### config.mk
export PLATFORM = sky130hd
export DESIGN_NAME = alu_issue_stage
export DESIGN_NICKNAME = d
export VERILOG_FILES = /design/src/rtl/alu_pkg.sv /design/src/rtl/alu_ctrl_decode.sv /design/src/rtl/alu_issue_stage.sv
export SDC_FILE = /design/constraint.sdc
export NUM_CORES = 1
export LEC_CHECK = 0
export CORE_ASPECT_RATIO = 0.5
export CORE_UTILIZATION = 30
export DETAILED_ROUTE_END_ITERATION = 6
export DONT_BUFFER_PORTS = 1
export GPL_ROUTABILITY_DRIVEN = 0
export HOLD_SLACK_MARGIN = 0.1
export SLEW_MARGIN = 20
export SYNTH_ARGS = -nofsm -noshare
export SYNTH_HDL_FRONTEND = slang
export SYNTH_HIERARCHICAL = 1
export SYNTH_SLANG_ARGS = --single-unit
### constraint.sdc
create_clock -name clk -period 6.9 [get_ports clk]
set_input_delay 1.38 -clock clk [delete_from_list [all_inputs] [get_ports clk]]
set_output_delay 1.38 -clock clk [all_outputs]
set_load 0.01 [all_outputs]
### src/rtl/alu_pkg.sv
// Shared ALU definitions: op codes (also used by the execute-stage ALU),
// MIPS opcode/funct field values and decoder operand-select encodings.
package alu_pkg;

  // ALU op codes
  localparam logic [3:0] ALU_ADD = 4'd0;
  localparam logic [3:0] ALU_SUB = 4'd1;
  localparam logic [3:0] ALU_AND = 4'd2;
  localparam logic [3:0] ALU_OR  = 4'd3;
  localparam logic [3:0] ALU_XOR = 4'd4;
  localparam logic [3:0] ALU_NOR = 4'd5;
  localparam logic [3:0] ALU_SL  = 4'd6;
  localparam logic [3:0] ALU_SR  = 4'd7;
  localparam logic [3:0] ALU_LT  = 4'd8;
  localparam logic [3:0] ALU_LE  = 4'd9;
  localparam logic [3:0] ALU_GT  = 4'd10;
  // Default code for undecodable instructions; the ALU returns 0 for it
  localparam logic [3:0] ALU_BAD_OP = 4'hF;

  // Primary opcodes
  localparam logic [5:0] OP_RTYPE = 6'h00;
  localparam logic [5:0] OP_BEQ   = 6'h04;
  localparam logic [5:0] OP_BNE   = 6'h05;
  localparam logic [5:0] OP_BLEZ  = 6'h06;
  localparam logic [5:0] OP_BGTZ  = 6'h07;
  localparam logic [5:0] OP_ADDI  = 6'h08;
  localparam logic [5:0] OP_ADDIU = 6'h09;
  localparam logic [5:0] OP_SLTI  = 6'h0A;
  localparam logic [5:0] OP_SLTIU = 6'h0B;
  localparam logic [5:0] OP_ANDI  = 6'h0C;
  localparam logic [5:0] OP_ORI   = 6'h0D;
  localparam logic [5:0] OP_XORI  = 6'h0E;
  localparam logic [5:0] OP_LUI   = 6'h0F;
  localparam logic [5:0] OP_LW    = 6'h23;
  localparam logic [5:0] OP_SW    = 6'h2B;

  // R-type funct codes
  localparam logic [5:0] F_SLL  = 6'h00;
  localparam logic [5:0] F_SRL  = 6'h02;
  localparam logic [5:0] F_SRA  = 6'h03;
  localparam logic [5:0] F_SLLV = 6'h04;
  localparam logic [5:0] F_SRLV = 6'h06;
  localparam logic [5:0] F_SRAV = 6'h07;
  localparam logic [5:0] F_ADD  = 6'h20;
  localparam logic [5:0] F_ADDU = 6'h21;
  localparam logic [5:0] F_SUB  = 6'h22;
  localparam logic [5:0] F_SUBU = 6'h23;
  localparam logic [5:0] F_AND  = 6'h24;
  localparam logic [5:0] F_OR   = 6'h25;
  localparam logic [5:0] F_XOR  = 6'h26;
  localparam logic [5:0] F_NOR  = 6'h27;
  localparam logic [5:0] F_SLT  = 6'h2A;
  localparam logic [5:0] F_SLTU = 6'h2B;

  typedef enum logic [2:0] {IN1_RS, IN1_SHAMT, IN1_RS5, IN1_C16, IN1_ZERO} in1_sel_e;
  typedef enum logic [1:0] {IN2_RT, IN2_SEXT, IN2_ZEXT, IN2_ZERO} in2_sel_e;
  typedef enum logic [1:0] {DST_RD, DST_RT, DST_NONE} dst_sel_e;

endpackage

### src/rtl/alu_ctrl_decode.sv
// Combinational MIPS decoder: opcode/funct -> ALU op, sign, operand selects,
// destination select, register-write intent and illegal flag.
// reg_write here is intent only; the top suppresses writes to register 0.
module alu_ctrl_decode
  import alu_pkg::*;
#(
  parameter logic [3:0] BAD_OP = ALU_BAD_OP
) (
  input  logic [5:0] opcode,
  input  logic [5:0] funct,
  output logic [3:0] alu_ctrl,
  output logic       sign,
  output in1_sel_e   in1_sel,
  output in2_sel_e   in2_sel,
  output dst_sel_e   dst_sel,
  output logic       reg_write,
  output logic       illegal
);

  // Decode table; anything not listed falls back to the illegal defaults
  always_comb begin
    alu_ctrl  = BAD_OP;
    sign      = 1'b0;
    in1_sel   = IN1_ZERO;
    in2_sel   = IN2_ZERO;
    dst_sel   = DST_NONE;
    reg_write = 1'b0;
    illegal   = 1'b1;
    case (opcode)
      OP_RTYPE: begin
        in1_sel   = IN1_RS;
        in2_sel   = IN2_RT;
        dst_sel   = DST_RD;
        reg_write = 1'b1;
        illegal   = 1'b0;
        case (funct)
          F_ADD:  begin alu_ctrl = ALU_ADD; sign = 1'b1; end
          F_ADDU: alu_ctrl = ALU_ADD;
          F_SUB:  begin alu_ctrl = ALU_SUB; sign = 1'b1; end
          F_SUBU: alu_ctrl = ALU_SUB;
          F_AND:  alu_ctrl = ALU_AND;
          F_OR:   alu_ctrl = ALU_OR;
          F_XOR:  alu_ctrl = ALU_XOR;
          F_NOR:  alu_ctrl = ALU_NOR;
          F_SLT:  begin alu_ctrl = ALU_LT; sign = 1'b1; end
          F_SLTU: alu_ctrl = ALU_LT;
          F_SLL:  begin alu_ctrl = ALU_SL; in1_sel = IN1_SHAMT; end
          F_SRL:  begin alu_ctrl = ALU_SR; in1_sel = IN1_SHAMT; end
          F_SRA:  begin alu_ctrl = ALU_SR; in1_sel = IN1_SHAMT; sign = 1'b1; end
          F_SLLV: begin alu_ctrl = ALU_SL; in1_sel = IN1_RS5; end
          F_SRLV: begin alu_ctrl = ALU_SR; in1_sel = IN1_RS5; end
          F_SRAV: begin alu_ctrl = ALU_SR; in1_sel = IN1_RS5; sign = 1'b1; end
          default: begin
            alu_ctrl  = BAD_OP;
            in1_sel   = IN1_ZERO;
            in2_sel   = IN2_ZERO;
            dst_sel   = DST_NONE;
            reg_write = 1'b0;
            illegal   = 1'b1;
          end
        endcase
      end
      OP_ADDI:  begin alu_ctrl = ALU_ADD; sign = 1'b1; in1_sel = IN1_RS; in2_sel = IN2_SEXT;
                      dst_sel = DST_RT; reg_write = 1'b1; illegal = 1'b0; end
      OP_ADDIU: begin alu_ctrl = ALU_ADD; in1_sel = IN1_RS; in2_sel = IN2_SEXT;
                      dst_sel = DST_RT; reg_write = 1'b1; illegal = 1'b0; end
      OP_SLTI:  begin alu_ctrl = ALU_LT; sign = 1'b1; in1_sel = IN1_RS; in2_sel = IN2_SEXT;
                      dst_sel = DST_RT; reg_write = 1'b1; illegal = 1'b0; end
      OP_SLTIU: begin alu_ctrl = ALU_LT; in1_sel = IN1_RS; in2_sel = IN2_SEXT;
                      dst_sel = DST_RT; reg_write = 1'b1; illegal = 1'b0; end
      OP_ANDI:  begin alu_ctrl = ALU_AND; in1_sel = IN1_RS; in2_sel = IN2_ZEXT;
                      dst_sel = DST_RT; reg_write = 1'b1; illegal = 1'b0; end
      OP_ORI:   begin alu_ctrl = ALU_OR; in1_sel = IN1_RS; in2_sel = IN2_ZEXT;
                      dst_sel = DST_RT; reg_write = 1'b1; illegal = 1'b0; end
      OP_XORI:  begin alu_ctrl = ALU_XOR; in1_sel = IN1_RS; in2_sel = IN2_ZEXT;
                      dst_sel = DST_RT; reg_write = 1'b1; illegal = 1'b0; end
      // lui is imm << 16, so the shift amount is the constant 16
      OP_LUI:   begin alu_ctrl = ALU_SL; in1_sel = IN1_C16; in2_sel = IN2_ZEXT;
                      dst_sel = DST_RT; reg_write = 1'b1; illegal = 1'b0; end
      // Loads/stores only need the effective address rs + sext(imm)
      OP_LW:    begin alu_ctrl = ALU_ADD; in1_sel = IN1_RS; in2_sel = IN2_SEXT;
                      dst_sel = DST_RT; reg_write = 1'b1; illegal = 1'b0; end
      OP_SW:    begin alu_ctrl = ALU_ADD; in1_sel = IN1_RS; in2_sel = IN2_SEXT;
                      illegal = 1'b0; end
      OP_BEQ,
      OP_BNE:   begin alu_ctrl = ALU_SUB; in1_sel = IN1_RS; in2_sel = IN2_RT; illegal = 1'b0; end
      // blez/bgtz compare rs against zero as a signed value
      OP_BLEZ:  begin alu_ctrl = ALU_LE; sign = 1'b1; in1_sel = IN1_RS; illegal = 1'b0; end
      OP_BGTZ:  begin alu_ctrl = ALU_GT; sign = 1'b1; in1_sel = IN1_RS; illegal = 1'b0; end
      default: ;
    endcase
  end

endmodule

### src/rtl/alu_issue_stage.sv
// ID->EX issue stage: decodes the instruction, builds ALU operands and holds
// them in the EX pipeline register behind a valid/ready handshake.
// Optional feature macro: ALU_ISSUE_FWD_EN adds EX/MEM result forwarding
// onto the rs/rt read data (EX has priority, register 0 never forwarded).
module alu_issue_stage
  import alu_pkg::*;
#(
  parameter int         DATA_W = 32,
  parameter int         REG_W  = 5,
  parameter logic [3:0] BAD_OP = ALU_BAD_OP
) (
  input  logic              clk,
  input  logic              reset,
  input  logic              flush,
  input  logic              in_valid,
  output logic              in_ready,
  input  logic [31:0]       in_instr,
  input  logic [DATA_W-1:0] in_rs_data,
  input  logic [DATA_W-1:0] in_rt_data,
`ifdef ALU_ISSUE_FWD_EN
  input  logic              fwd_ex_we,
  input  logic [REG_W-1:0]  fwd_ex_dst,
  input  logic [DATA_W-1:0] fwd_ex_data,
  input  logic              fwd_mem_we,
  input  logic [REG_W-1:0]  fwd_mem_dst,
  input  logic [DATA_W-1:0] fwd_mem_data,
`endif
  output logic              out_valid,
  input  logic              out_ready,
  output logic [3:0]        out_alu_ctrl,
  output logic              out_sign,
  output logic [DATA_W-1:0] out_in1,
  output logic [DATA_W-1:0] out_in2,
  output logic [REG_W-1:0]  out_dst,
  output logic              out_reg_write,
  output logic              out_illegal
);

  logic [3:0]  dec_ctrl;
  logic        dec_sign, dec_we, dec_ill;
  in1_sel_e    dec_in1_sel;
  in2_sel_e    dec_in2_sel;
  dst_sel_e    dec_dst_sel;

  logic [REG_W-1:0]         rs_idx, rt_idx;
  logic [DATA_W-1:0]        rs_val, rt_val;
  logic signed [DATA_W-1:0] imm_sext;

  logic              valid_d, valid_q, sign_d, sign_q, we_d, we_q, ill_d, ill_q;
  logic [3:0]        ctrl_d, ctrl_q;
  logic [DATA_W-1:0] in1_d, in1_q, in2_d, in2_q;
  logic [REG_W-1:0]  dst_d, dst_q, dst_new;
  logic              xfer;

  alu_ctrl_decode #(.BAD_OP(BAD_OP)) u_dec (
    .opcode    (in_instr[31:26]),
    .funct     (in_instr[5:0]),
    .alu_ctrl  (dec_ctrl),
    .sign      (dec_sign),
    .in1_sel   (dec_in1_sel),
    .in2_sel   (dec_in2_sel),
    .dst_sel   (dec_dst_sel),
    .reg_write (dec_we),
    .illegal   (dec_ill)
  );

  assign rs_idx   = REG_W'(in_instr[25:21]);
  assign rt_idx   = REG_W'(in_instr[20:16]);
  assign imm_sext = DATA_W'($signed(in_instr[15:0]));

`ifdef ALU_ISSUE_FWD_EN
  function automatic logic [DATA_W-1:0] fwd_pick(input logic [REG_W-1:0] idx,
                                                 input logic [DATA_W-1:0] raw,
                                                 input logic ex_we, input logic [REG_W-1:0] ex_dst,
                                                 input logic [DATA_W-1:0] ex_data,
                                                 input logic mem_we, input logic [REG_W-1:0] mem_dst,
                                                 input logic [DATA_W-1:0] mem_data);
    if (idx == '0)                        return raw;
    else if (ex_we && ex_dst == idx)      return ex_data;
    else if (mem_we && mem_dst == idx)    return mem_data;
    else                                  return raw;
  endfunction

  assign rs_val = fwd_pick(rs_idx, in_rs_data, fwd_ex_we, fwd_ex_dst, fwd_ex_data,
                           fwd_mem_we, fwd_mem_dst, fwd_mem_data);
  assign rt_val = fwd_pick(rt_idx, in_rt_data, fwd_ex_we, fwd_ex_dst, fwd_ex_data,
                           fwd_mem_we, fwd_mem_dst, fwd_mem_data);
`else
  logic unused_rs_idx;
  assign unused_rs_idx = ^rs_idx;
  assign rs_val = in_rs_data;
  assign rt_val = in_rt_data;
`endif

  assign in_ready = !valid_q || out_ready;
  assign xfer     = in_valid && in_ready;

  // Next-state: handshake for valid, operand/dst muxing and load-or-hold for payload
  always_comb begin
    dst_new = '0;
    case (dec_dst_sel)
      DST_RD:  dst_new = REG_W'(in_instr[15:11]);
      DST_RT:  dst_new = rt_idx;
      default: dst_new = '0;
    endcase

    if (flush)          valid_d = 1'b0;
    else if (xfer)      valid_d = 1'b1;
    else if (out_ready) valid_d = 1'b0;
    else                valid_d = valid_q;

    ctrl_d = ctrl_q;
    sign_d = sign_q;
    in1_d  = in1_q;
    in2_d  = in2_q;
    dst_d  = dst_q;
    we_d   = we_q;
    ill_d  = ill_q;
    if (xfer) begin
      ctrl_d = dec_ctrl;
      sign_d = dec_sign;
      dst_d  = dst_new;
      we_d   = dec_we && (dst_new != '0);
      ill_d  = dec_ill;
      case (dec_in1_sel)
        IN1_RS:    in1_d = rs_val;
        IN1_SHAMT: in1_d = DATA_W'(in_instr[10:6]);
        IN1_RS5:   in1_d = DATA_W'(rs_val[4:0]);
        IN1_C16:   in1_d = DATA_W'(16);
        default:   in1_d = '0;
      endcase
      case (dec_in2_sel)
        IN2_RT:   in2_d = rt_val;
        IN2_SEXT: in2_d = imm_sext;
        IN2_ZEXT: in2_d = DATA_W'(in_instr[15:0]);
        default:  in2_d = '0;
      endcase
    end
  end

  // EX pipeline register; reset clears the whole bundle
  always_ff @(posedge clk) begin
    if (reset) begin
      valid_q <= 1'b0;
      ctrl_q  <= '0;
      sign_q  <= 1'b0;
      in1_q   <= '0;
      in2_q   <= '0;
      dst_q   <= '0;
      we_q    <= 1'b0;
      ill_q   <= 1'b0;
    end else begin
      valid_q <= valid_d;
      ctrl_q  <= ctrl_d;
      sign_q  <= sign_d;
      in1_q   <= in1_d;
      in2_q   <= in2_d;
      dst_q   <= dst_d;
      we_q    <= we_d;
      ill_q   <= ill_d;
    end
  end

  assign out_valid     = valid_q;
  assign out_alu_ctrl  = ctrl_q;
  assign out_sign      = sign_q;
  assign out_in1       = in1_q;
  assign out_in2       = in2_q;
  assign out_dst       = dst_q;
  assign out_reg_write = we_q;
  assign out_illegal   = ill_q;

endmodule
==> results_dict.tcl <==
set metrics [dict create \
    first_global_vias 3229 \
    p_leak_nw 1.383 \
    critical_path.max_stage_delay_ns 0.64 \
    post_synthesis_cell_type_with_the_largest_combined_area "dfxtp_1" \
    dieWidth_um 167.2 \
    finClkSkew_ns 0.01022 \
    detail_routed_via_count_per_cell 5.905 \
    design.core.area_um2 12990 \
    clock_tree.root_cell "clkbuf_16" \
    synthesis.yosys.warnings 6 \
    placed_cells_incl_taps 605 \
    start_util_pct 31.52 \
    std_cell_rows 29 \
    gr-total-overflow 0 \
    worstSkewPairLatency_ns 0.34 \
    setup_repair_after_global_routing_missed_its_margin "no" \
    grt.total_usage_pct 17.64 \
    io_pins 179 \
    crit_path_start_kind "input pin" \
    path_max_fanout 72 \
    critPathCaptureType "primary output" \
    final_net_count 548 \
    post-route-period-util_pct 55.25 \
    cts_buffers 9 \
    worst_slew_margin_rel_pct 27.01 \
    finish.cell_count_without_fillers 623 \
    die_height_um 84.61 \
    timing.final.max_slew_violations 0 \
    clock.fmax_ghz 0.2623 \
    worst_path_dominant_cell_family "buffers and inverters" \
    hold_viol 0 \
    setup_viol_count_final 0 \
    holdCritPathClass "flop to flop" \
    grt_start_max_net_pins 79 \
    routed-via-count 3679 \
    critPathKind "input pin to primary output" \
    report.power.total_mw 1.069 \
    layout-area-overhead-vs-synth_pct 6.510 \
    grt_pass1_wl_mm 19.40 \
    layout_common_cells "85 x a21oi_1, 77 x dfxtp_1, 50 x o21ai_0" \
    cts_sink_cnt 77 \
    syn_avg_cell_area_um2 8.389 \
    yosysTopAreaCellShare_pct 37.65 \
    netlist-cell-type-count 56 \
    drive_gt1_share_pct 11.73 \
    outcome "complete, no violations" \
    post_cts_resized 0 \
    totalWireLength_mm 12.93 \
    detailedRoute.firstIterationViolations 254 \
    final_core_util_pct 33.57 \
    path_clk_slew_ns 0.06 \
    yosys-top-cells-area "dfxtp_1 38%, a21oi_1 10%, o21ai_0 6.1%" \
    synth_enable_flop_cells 0 \
    buffer_ports.inserted 0 \
    postSynthRegisterBits 77 \
    floorplan.die_area_um2 14150 \
    antenna_found_initial 1 \
    timing.critical_path.required_ns 5.52 \
    post-route-min-period_ns 3.812 \
    critPathMostFrequentCell "buf_4" \
    chain_of_cells_forming_the_critical_path "nor2b_4 > buf_4 > inv_2 > buf_4" \
    filler_cell_count 1375 \
    cts_post_setup_buffers_inserted 0 \
    mostFrequentLayoutCell "a21oi_1" \
    drc_violations_left 0 \
    timing.setup.tns_ns 0 \
    worst_ep_arrival_time_ns 2.43 \
    drtPass1Iterations 6 \
    average_routed_wire_per_standard_cell_um 20.75 \
    final_antenna_net_count 0 \
    synthArstFlopShare_pct 0 \
    post_synthesis_cells 488 \
    postSynth.topFlopCell "dfxtp_1" \
    dpl.hpwl_mm 8.260 \
    cts_max_level 3 \
    worst_path_max_delay_cell "buf_4" \
    cell_area_power_density_nw_per_um2 245.1 \
    ir_worst_vdd_mv 0.1006 \
    timing.critical_path.buf_inv 3 \
    tritoncts "yes" \
    synth.cell_area_um2 4094 \
    yosysSeqAreaShare_pct 37.65 \
    postSynthNetCount 589 \
    cap_violations 0 \
    worst-slew-pin-transition_ns 1.095 \
    cts_max_path_buffers 2 \
    cts_hold_buf 0 \
]
-- metrics by stage --
| stage | hold slack, ns | setup WS (ns) | cell area (µm²) |
|---|---|---|---|
| after floorplan | 0.4941 | 3.666 | 4094 |
| after global placement | 0.4970 | 2.840 | 4024 |
| after detailed placement | 0.5043 | 2.770 | 4024 |
| after CTS | 0.5133 | 3.085 | 4322 |
| after global routing | 0.5315 | 3.006 | 4360 |
| final | 0.5138 | 3.088 | 4360 |
-- metal layers --
metal / vias up / global-route usage [%] / part of all wire, %
met2: 145 / 27.16 / 46
met5: - / 0 / 0
met3: 18 / 6.035 / 8.2
met4: 0 / 5.588 / 1.8
li1: 1755 / - / -
met1: 1761 / 23.19 / 44
-- cells by family after synthesis --
| group | after synthesis | share of synthesized area (%) |
|---|---|---|
| simple gates | 109 | 16.23 |
| xor+xnor | 2 | 0.4280 |
| compound gates | 209 | 30.81 |
| buf+inv | 69 | 9.016 |
| mux | 22 | 5.868 |
| flops | 77 | 37.65 |
-- sequential cells by signal, summed over array words and instances (netlist names) --
| signal | cells |
|---|---|
| out_valid | 1 |
| out_in1 | 32 |
| out_alu_ctrl | 4 |
| out_in2 | 32 |
| out_illegal | 1 |
| out_sign | 1 |
| out_dst | 5 |
| out_reg_write | 1 |
-- area by class of cell --
| class | count | area (µm²) | share of cell area (%) |
|---|---|---|---|
| flip-flops and latches | 77 | 1541 | 35.35 |
| diodes | 1 | 2.502 | 0.05739 |
| multi-input cells | 342 | 2216 | 50.82 |
| repair buffers | 5 | 45.04 | 1.033 |
| well taps | 170 | 212.7 | 4.878 |
| clock inverters | 7 | 72.57 | 1.664 |
| inverters | 12 | 45.04 | 1.033 |
| clock buffers | 9 | 225.2 | 5.165 |
-- cells in the mapped netlist, types with 2 or more instances --
cell / instances
nand4_1: 29
nor2_2: 2
nor3b_1: 2
inv_2: 2
inv_1: 9
buf_4: 12
a22oi_1: 17
mux2i_1: 6
nor2_1: 7
a21oi_1: 85
dfxtp_1: 77
clkbuf_1: 27
nand2b_1: 3
and3b_1: 4
o31ai_1: 2
buf_2: 9
nor3_1: 4
o21ai_0: 50
o21ai_1: 2
nor4_1: 2
o211ai_1: 2
a211oi_1: 33
nor2b_1: 6
nand3_1: 9
and3_1: 2
or4_1: 6
nand2_1: 23
xor2_1: 2
buf_6: 7
o2111ai_1: 5
nor4bb_1: 2
mux2_2: 16
-- tightest hold or removal path, stage by stage, from the launching register on --
cell and delay, ns:
dfxtp_1 0.34, o21ai_0 0.08, a21oi_1 0.06
-- power breakdown --
group          internal [mW]  switching [mW]
registers              0.465          0.0237
clock network          0.282           0.203
logic                 0.0418          0.0540
total                  0.788           0.280
-- worst paths after layout --
path	depth (start not counted)	end	slack (ns)	start
hold reg to reg	2	out_in1[15]	0.51	out_in1[15]
hold / removal	2	out_in1[15]	0.51	out_in1[15]
setup / recovery	4	in_ready	3.09	out_ready
setup reg to reg	6	out_in2[8]	4.87	out_valid
No activity file was read; power rests on OpenSTA's default activity.
